`src/rtl/gpu_command_queue.sv`:
```
// gpu_command_queue
//   Front end of the GPU draw pipeline. The host fills shadow registers through
//   a simple write port. A write to DRAW snapshots every shadow, colour-table
//   config included, into a show-ahead FIFO. The FIFO head is presented to the
//   rectangle stage through a valid/ready handshake.
//
// Ports
//   clk, rst          clock; synchronous active-high reset
//   cmd_valid/ready   host write handshake
//   cmd_addr/data     register index (0-7) and write data
//   re_valid/ready    job handshake to the rectangle stage
//   re_*              head job fields: start, size, scale, mirror, colour table
//   pipe_idle         all downstream stages empty
//   busy              queue non-empty or downstream still working
//   fifo_level        number of queued jobs (0..DEPTH)
//   drop_count        DRAWs discarded for zero size (saturates at 255)
//
// Register map (write-only)
//   0 start_x[15:0]  start_y[31:16]
//   1 width[15:0]    height[31:16]
//   2 scale_x[15:0]  scale_y[31:16]   (0 is stored as 1)
//   3 mirror_x[0] mirror_y[1] use_ct[2] ct_type[7:3] ct_base[31:16]
//   4 DRAW
//   5-7 accepted, ignored

module gpu_command_queue #(
  parameter int DEPTH = 4,
  parameter int LVLW  = $clog2(DEPTH) + 1
) (
  input  logic            clk,
  input  logic            rst,
  input  logic            cmd_valid,
  output logic            cmd_ready,
  input  logic [2:0]      cmd_addr,
  input  logic [31:0]     cmd_data,
  output logic            re_valid,
  input  logic            re_ready,
  output logic [15:0]     re_start_x,
  output logic [15:0]     re_start_y,
  output logic [15:0]     re_width,
  output logic [15:0]     re_height,
  output logic [15:0]     re_scale_x,
  output logic [15:0]     re_scale_y,
  output logic            re_mirror_x,
  output logic            re_mirror_y,
  output logic            re_use_ct,
  output logic [4:0]      re_ct_type,
  output logic [15:0]     re_ct_base,
  input  logic            pipe_idle,
  output logic            busy,
  output logic [LVLW-1:0] fifo_level,
  output logic [7:0]      drop_count
);

  localparam int PW = $clog2(DEPTH);
  localparam logic [LVLW-1:0] FULL_LVL = LVLW'(DEPTH);
  localparam logic [4:0] CT_DEFAULT = 5'd16;

  localparam logic [2:0] A_START = 3'd0;
  localparam logic [2:0] A_SIZE  = 3'd1;
  localparam logic [2:0] A_SCALE = 3'd2;
  localparam logic [2:0] A_CFG   = 3'd3;
  localparam logic [2:0] A_DRAW  = 3'd4;

  typedef struct packed {
    logic [15:0] start_x;
    logic [15:0] start_y;
    logic [15:0] width;
    logic [15:0] height;
    logic [15:0] scale_x;
    logic [15:0] scale_y;
    logic        mirror_x;
    logic        mirror_y;
    logic        use_ct;
    logic [4:0]  ct_type;
    logic [15:0] ct_base;
  } job_t;

  // A zero scale would make the rectangle stage divide by zero; treat it as unity.
  function automatic logic [15:0] fix_scale(input logic [15:0] v);
    return (v == 16'd0) ? 16'd1 : v;
  endfunction

  // Only legal bit depths survive, and a job without a colour table always
  // carries 16 bpp so downstream never sees a stale palette depth.
  function automatic logic [4:0] fix_ct(input logic use_ct, input logic [4:0] t);
    logic legal;
    legal = (t == 5'd1) || (t == 5'd2) || (t == 5'd4) || (t == 5'd8) || (t == 5'd16);
    return (use_ct && legal) ? t : CT_DEFAULT;
  endfunction

  job_t            shadow;
  job_t            mem [DEPTH];
  job_t            head;
  logic [PW-1:0]   wr_ptr;
  logic [PW-1:0]   rd_ptr;
  logic [LVLW-1:0] level;

  logic wr_acc;
  logic draw;
  logic push;
  logic pop;

  assign cmd_ready = !rst && (level != FULL_LVL);
  assign wr_acc    = cmd_valid && cmd_ready;
  assign draw      = wr_acc && (cmd_addr == A_DRAW);
  assign push      = draw && (shadow.width != 16'd0) && (shadow.height != 16'd0);
  assign re_valid  = (level != '0);
  assign pop       = re_valid && re_ready;

  // Shadow registers. Register writes are registered, so a write in the cycle
  // before DRAW is already in the shadow when DRAW snapshots it.
  always_ff @(posedge clk) begin
    if (rst) begin
      shadow         <= '0;
      shadow.scale_x <= 16'd1;
      shadow.scale_y <= 16'd1;
      shadow.ct_type <= CT_DEFAULT;
    end else if (wr_acc) begin
      case (cmd_addr)
        A_START: begin
          shadow.start_x <= cmd_data[15:0];
          shadow.start_y <= cmd_data[31:16];
        end
        A_SIZE: begin
          shadow.width  <= cmd_data[15:0];
          shadow.height <= cmd_data[31:16];
        end
        A_SCALE: begin
          shadow.scale_x <= fix_scale(cmd_data[15:0]);
          shadow.scale_y <= fix_scale(cmd_data[31:16]);
        end
        A_CFG: begin
          shadow.mirror_x <= cmd_data[0];
          shadow.mirror_y <= cmd_data[1];
          shadow.use_ct   <= cmd_data[2];
          shadow.ct_type  <= fix_ct(cmd_data[2], cmd_data[7:3]);
          shadow.ct_base  <= cmd_data[31:16];
        end
        default: ;
      endcase
    end
  end

  // Storage needs no reset: entries are only visible while level counts them.
  always_ff @(posedge clk) begin
    if (push) begin
      mem[wr_ptr] <= shadow;
    end
  end

  always_ff @(posedge clk) begin
    if (rst) begin
      wr_ptr <= '0;
      rd_ptr <= '0;
      level  <= '0;
    end else begin
      if (push) wr_ptr <= wr_ptr + PW'(1);
      if (pop)  rd_ptr <= rd_ptr + PW'(1);
      case ({push, pop})
        2'b10:   level <= level + LVLW'(1);
        2'b01:   level <= level - LVLW'(1);
        default: level <= level;
      endcase
    end
  end

  always_ff @(posedge clk) begin
    if (rst) begin
      drop_count <= '0;
    end else if (draw && !push && (drop_count != 8'hFF)) begin
      drop_count <= drop_count + 8'd1;
    end
  end

  assign head        = mem[rd_ptr];
  assign re_start_x  = head.start_x;
  assign re_start_y  = head.start_y;
  assign re_width    = head.width;
  assign re_height   = head.height;
  assign re_scale_x  = head.scale_x;
  assign re_scale_y  = head.scale_y;
  assign re_mirror_x = head.mirror_x;
  assign re_mirror_y = head.mirror_y;
  assign re_use_ct   = head.use_ct;
  assign re_ct_type  = head.ct_type;
  assign re_ct_base  = head.ct_base;

  assign fifo_level = level;
  assign busy       = (level != '0) || !pipe_idle;

endmodule

```
`config.mk`:
```
export PLATFORM = sky130hd
export DESIGN_NAME = gpu_command_queue
export DESIGN_NICKNAME = d
export VERILOG_FILES = /design/src/rtl/gpu_command_queue.sv
export SDC_FILE = /design/constraint.sdc
export NUM_CORES = 1
export LEC_CHECK = 0
export ABC_AREA = 1
export CORE_AREA = 5 5 236 261
export CTS_BUF_LIST = sky130_fd_sc_hd__clkbuf_8
export DETAILED_ROUTE_END_ITERATION = 10
export DIE_AREA = 0 0 241 266
export GPL_ROUTABILITY_DRIVEN = 0
export HOLD_SLACK_MARGIN = 0.02
export PLACE_DENSITY_LB_ADDON = 0.08
export SETUP_SLACK_MARGIN = 0.4
export SYNTH_ARGS = -nofsm -noshare
export SYNTH_HDL_FRONTEND = slang
export SYNTH_SLANG_ARGS = --single-unit
```
`constraint.sdc`:
```
create_clock -name clk -period 8.2 [get_ports clk]
set_input_delay 1.64 -clock clk [delete_from_list [all_inputs] [get_ports clk]]
set_output_delay 1.64 -clock clk [all_outputs]
set_load 0.02 [all_outputs]
```
After elaboration in Yosys (flattened, before gate mapping)
Memory sizes are Yosys's and may differ from the RTL's. A register that Yosys moved wholly into a read port is not among the register bits.
Cells that the tools add are included.

cells by class
  $add $sub $neg = 5
  div/mod/pow operators = 0
  order comparisons = 0
  reductions and logical operators = 28
  multiplexer cells = 8
  shifts and indexed selects = 0
  multipliers = 0
  equality and inequality tests = 13
  bitwise operators = 0

operators by type and width
  kind                                            count
  zero test 16 bit                                2
  two-way mux 16 bit                              2
  nonzero test 16 bit                             2
  logical AND 1 bit                               9
  adder 8 x 1 -> 8 bit (second input constant)    1
  inequality test 8 bit (second input constant)   1
  AND reduction 2 bit                             4
  == test 3 x 2 -> 1 bit (second input constant)  2
  one-hot mux 3 bit (2 select lines)              1
  == test 5 x 1 -> 1 bit (second input constant)  1
  == test 5 x 2 -> 1 bit (second input constant)  1
  == test 5 x 3 -> 1 bit (second input constant)  1
  == test 5 x 4 -> 1 bit (second input constant)  1
  == test 5 bit (second input constant)           1
  logical OR 1 bit                                5
  two-way mux 5 bit                               1
  adder 2 x 1 -> 2 bit (second input constant)    2
  two-way mux 2 bit                               2
  adder 3 x 1 -> 3 bit (second input constant)    1
  == test 3 x 1 -> 1 bit (second input constant)  1
  == test 3 bit (second input constant)           1
  zero test 1 bit                                 3
  zero test 3 bit                                 1
  inequality test 3 bit (second input constant)   1
  6 further kinds                                 7

storage, ports and cells
  register bits after elaboration = 135
  memories = 1
  latch bits = 0
  RAM bits = 480
  bits of input ports = 40
  bits in read-only memories = 0

memories
  name  words  width  read ports  clocked after memory_dff  write ports  RTL line  RTL
  mem   4      120    1           1                         1            93        job_t mem [DEPTH];

Depth between registers and ports, before layout
  depth after elaboration = 9
  mapped depth = 13
  mapped depth without buffers = 13

Worst setup path after synthesis
Ideal clock, no wire load.

  path type = input-to-reg
  start point = input port rst
  end point = memory mem[0][0] (netlist name) (enable)
  stages on the path = 6
  path slack = 0.283 ns
  data arrival time = 7.316 ns
  required time = 7.599 ns
  library setup time = 0.601 ns
  path through = buf_4 > inv_2 > nand3_4 > nor2_2 > nand3_2 > nor2_1

between the ends
  word-level cells in the longest chain between the ends = 8

ends and longest elaborated chain
  element                                  RTL line  RTL
  from (decl)                              31        input logic rst,
  zero test 1 bit                          104       assign cmd_ready = !rst && (level != FULL_LVL);
  logical AND 1 bit                        104
  logical AND 1 bit                        105       assign wr_acc = cmd_valid && cmd_ready;
  logical AND 1 bit                        106       assign draw = wr_acc && (cmd_addr == A_DRAW);
  logical AND 1 bit (2 in series)          107       assign push = draw && (shadow.width != 16'd0) && (shadow.height != 16'd0);
  two-way mux 1 bit                        147       if (push) begin
  two-way mux 1 bit (implied by the code)  148       mem[wr_ptr] <= shadow;
  to (decl)                                93

Every way passes these cells.

==> metrics <==
outcome=completed; gr usage total=19.2%; total nets after synthesis=1922; Chip Width=241 um; layout cells sized above 1=8.05%; Hold Buf Count CTS=0; Max Root-Sink Buffers=3; Starting Density=39.7%; vias in the first global route=14800; Routed Antenna Nets=0; reg2reg path depth=7; Design Area, Final=27300 um2; clock skew=0.0396 ns; Seq pwr share=56.8%; worst setup margin=2.64 ns; post-layout util=46.7%; crit share post-route=67.8%; Synth-to-Final Area Change=17.7%; post-route insts no fill=2889; Net Switching=1300 uW; predominant post-synthesis flop cell=edfxtp_1; clk sinks=617; overall via count from detail_route=15000; CP arrival=3.92 ns; dpl hpwl=34900 um; RR Endpoint=mem[1][72]; endpoints failing setup=0; fin nets=2090; crit path kind=flip-flop to output pin; Clock Latency Late Sink=0.68 ns; Post-CTS Setup Inserts=0; largest net degree at the start of global routing=121; Clk pwr share=40.6%; die area=64100 um2; via/cell ratio=5.21; worst endpoint required time=6.56 ns; min cycle time layout=5.56 ns; Crit. End Element=output pin; DRT Pass-1 Iters=5; total power per unit cell area=217 nW/um2; final wirelength=63300 um; cell total after placement=2704; Worst R2R Setup Slack=4.94 ns; Yosys reg bits=617; setup_tns=0 ns; IO Pins=174; maxcap violations=0; Worst-Margin Slew=1.13 ns; maximum clock rate=0.180 GHz; Post-synth EDFFs=480; worst r2r src=shadow[83]; P_leak=0.00928 uW; gr ovfl total=0; cells after synthesis=1875; RSZ-0062 raised after global routing=false; clock root buffer=clkbuf_8; CTS tree=done; share of flip-flops with an asynchronous set or reset=0%; Routed wire per std cell=21.9 um; CP endpoint=re_scale_y[1]; Synth Area per Inst=12.4 um2; Hold WC Path Type=flip-flop to flip-flop; dpl ws=2.62 ns; Die Y=266 um; post-synthesis sequential area ratio=74.0%; PortBufs=173; VDD IR-drop max=0.124 mV; Int Pwr=4630 uW; H-tree levels=3; Num CTS Buffers=97; Netlist cell types=35; YS warnings=0; Reg clk slew, reported paths=0.06 ns; Setup crit start kind=flip-flop; Comb pwr share=2.6%; first-pass GRT wire length=92600 um; core box area=58400 um2; Cell Rows=93; Slew Limit Fails=0; initial antenna violation count=8; # DRC=0; final hold violations=0; Rel. slew slack=25.0%; Switching Fraction=21.9%; Resize count post-CTS=0; initial DRC count=963; Post-Syn Area=23200 um2; CP max FO=95; Post-Place Cell Area=25400 um2
==> registers in the layout (all words and copies together) (netlist names), named ones only <==
register	cells
fifo_level	3
wr_ptr	2
drop_count	8
mem	480
rd_ptr	2
shadow	120
==> synthesized netlist by cell type, drive strengths merged (2+ instances only) <==
library cell / count / area [um2]
nor2: 380 / 1470
ha: 6 / 75.1
nand3: 23 / 163
nand3b: 2 / 15.0
nor3: 3 / 15.0
nand4: 9 / 56.3
inv: 78 / 293
buf: 60 / 353
o21ai: 312 / 1560
xor2: 4 / 35.0
nand2: 81 / 307
dfxtp: 137 / 2740
o22ai: 120 / 751
a211oi: 5 / 62.6
clkbuf: 56 / 213
a21oi: 114 / 582
edfxtp: 480 / 14400
==> metal layers <==
layer  share of wire (%)  GRT usage (%)
met3                 5.7           3.51
met4                 2.7           7.00
met2                  48           31.6
met5               0.041              0
met1                  43           25.7
==> metrics by stage <==
stage | hold slack [ns] | total power (uW)
after detailed placement | 0.455 | 3590
after floorplan | 0.436 | 3500
after global routing | 0.487 | 6150
after CTS | 0.464 | 6000
after global placement | 0.443 | 3590
final | 0.456 | 5930
==> cells by family after synthesis <==
logic type	synth area share [%]
simple gates	8.79
buf+inv	3.70
xor+xnor	0.151
compound gates	12.9
fa+ha+maj	0.410
flops	74.0
==> final cells by class <==
class	instances	area, um2
multi-input combinational	1064	5190
sequential	617	17200
inverter	78	303
clock inverter	69	294
tap	760	951
clock buffer	111	1530
timing repair buffer	185	1840
antenna	5	12.5
fill	5365	31100
==> worst min path at each step <==
stage | slack, ns | to | from | cells after the start
finish | 0.46 | flip-flop | rd_ptr[1] | 2
global route | 0.49 | flip-flop | rd_ptr[1] | 2
CTS | 0.46 | flip-flop | rd_ptr[1] | 2
detailed placement | 0.45 | flip-flop | rd_ptr[1] | 2
global placement | 0.44 | flip-flop | rd_ptr[1] | 2
floorplan | 0.44 | flip-flop | rd_ptr[1] | 2
==> worst max-delay path: stages, from the launching register on <==
cell and delay [ns]:
dfxtp_4 0.50, inv_6 0.59, buf_4 0.83, o21ai_0 0.18
o22ai_1 0.42, clkdlybuf4s50_1 0.71
==> power by group through the flow <==
stage / logic (uW) / registers (uW) / clock network [uW]
6_report: 154 / 3370 / 2410
5_1_grt: 163 / 3370 / 2620
4_1_cts: 155 / 3370 / 2480
3_5_place_dp: 154 / 3430 / 0
3_3_place_gp: 153 / 3430 / 0
2_1_floorplan: 71.1 / 3430 / 0
==> cells in the final DEF (no fill, tap or decap), drive strengths merged <==
master and count:
clkinv 21, nand3 23, nor4 1, nand3b 2, nand2 81, clkbuf 111
xor2 4, fa 1, nand4 9, a211oi 5, edfxtp 480, o21ai 312
ha 6, buf 13, nor2 380, o211ai 1, and2 1, a21oi 114
clkinvlp 1, dfxtp 137, diode 5, inv 125, nor3 3, a31oi 1
o22ai 120, clkdlybuf4s50 172
Power figures use the tool's default switching activity.
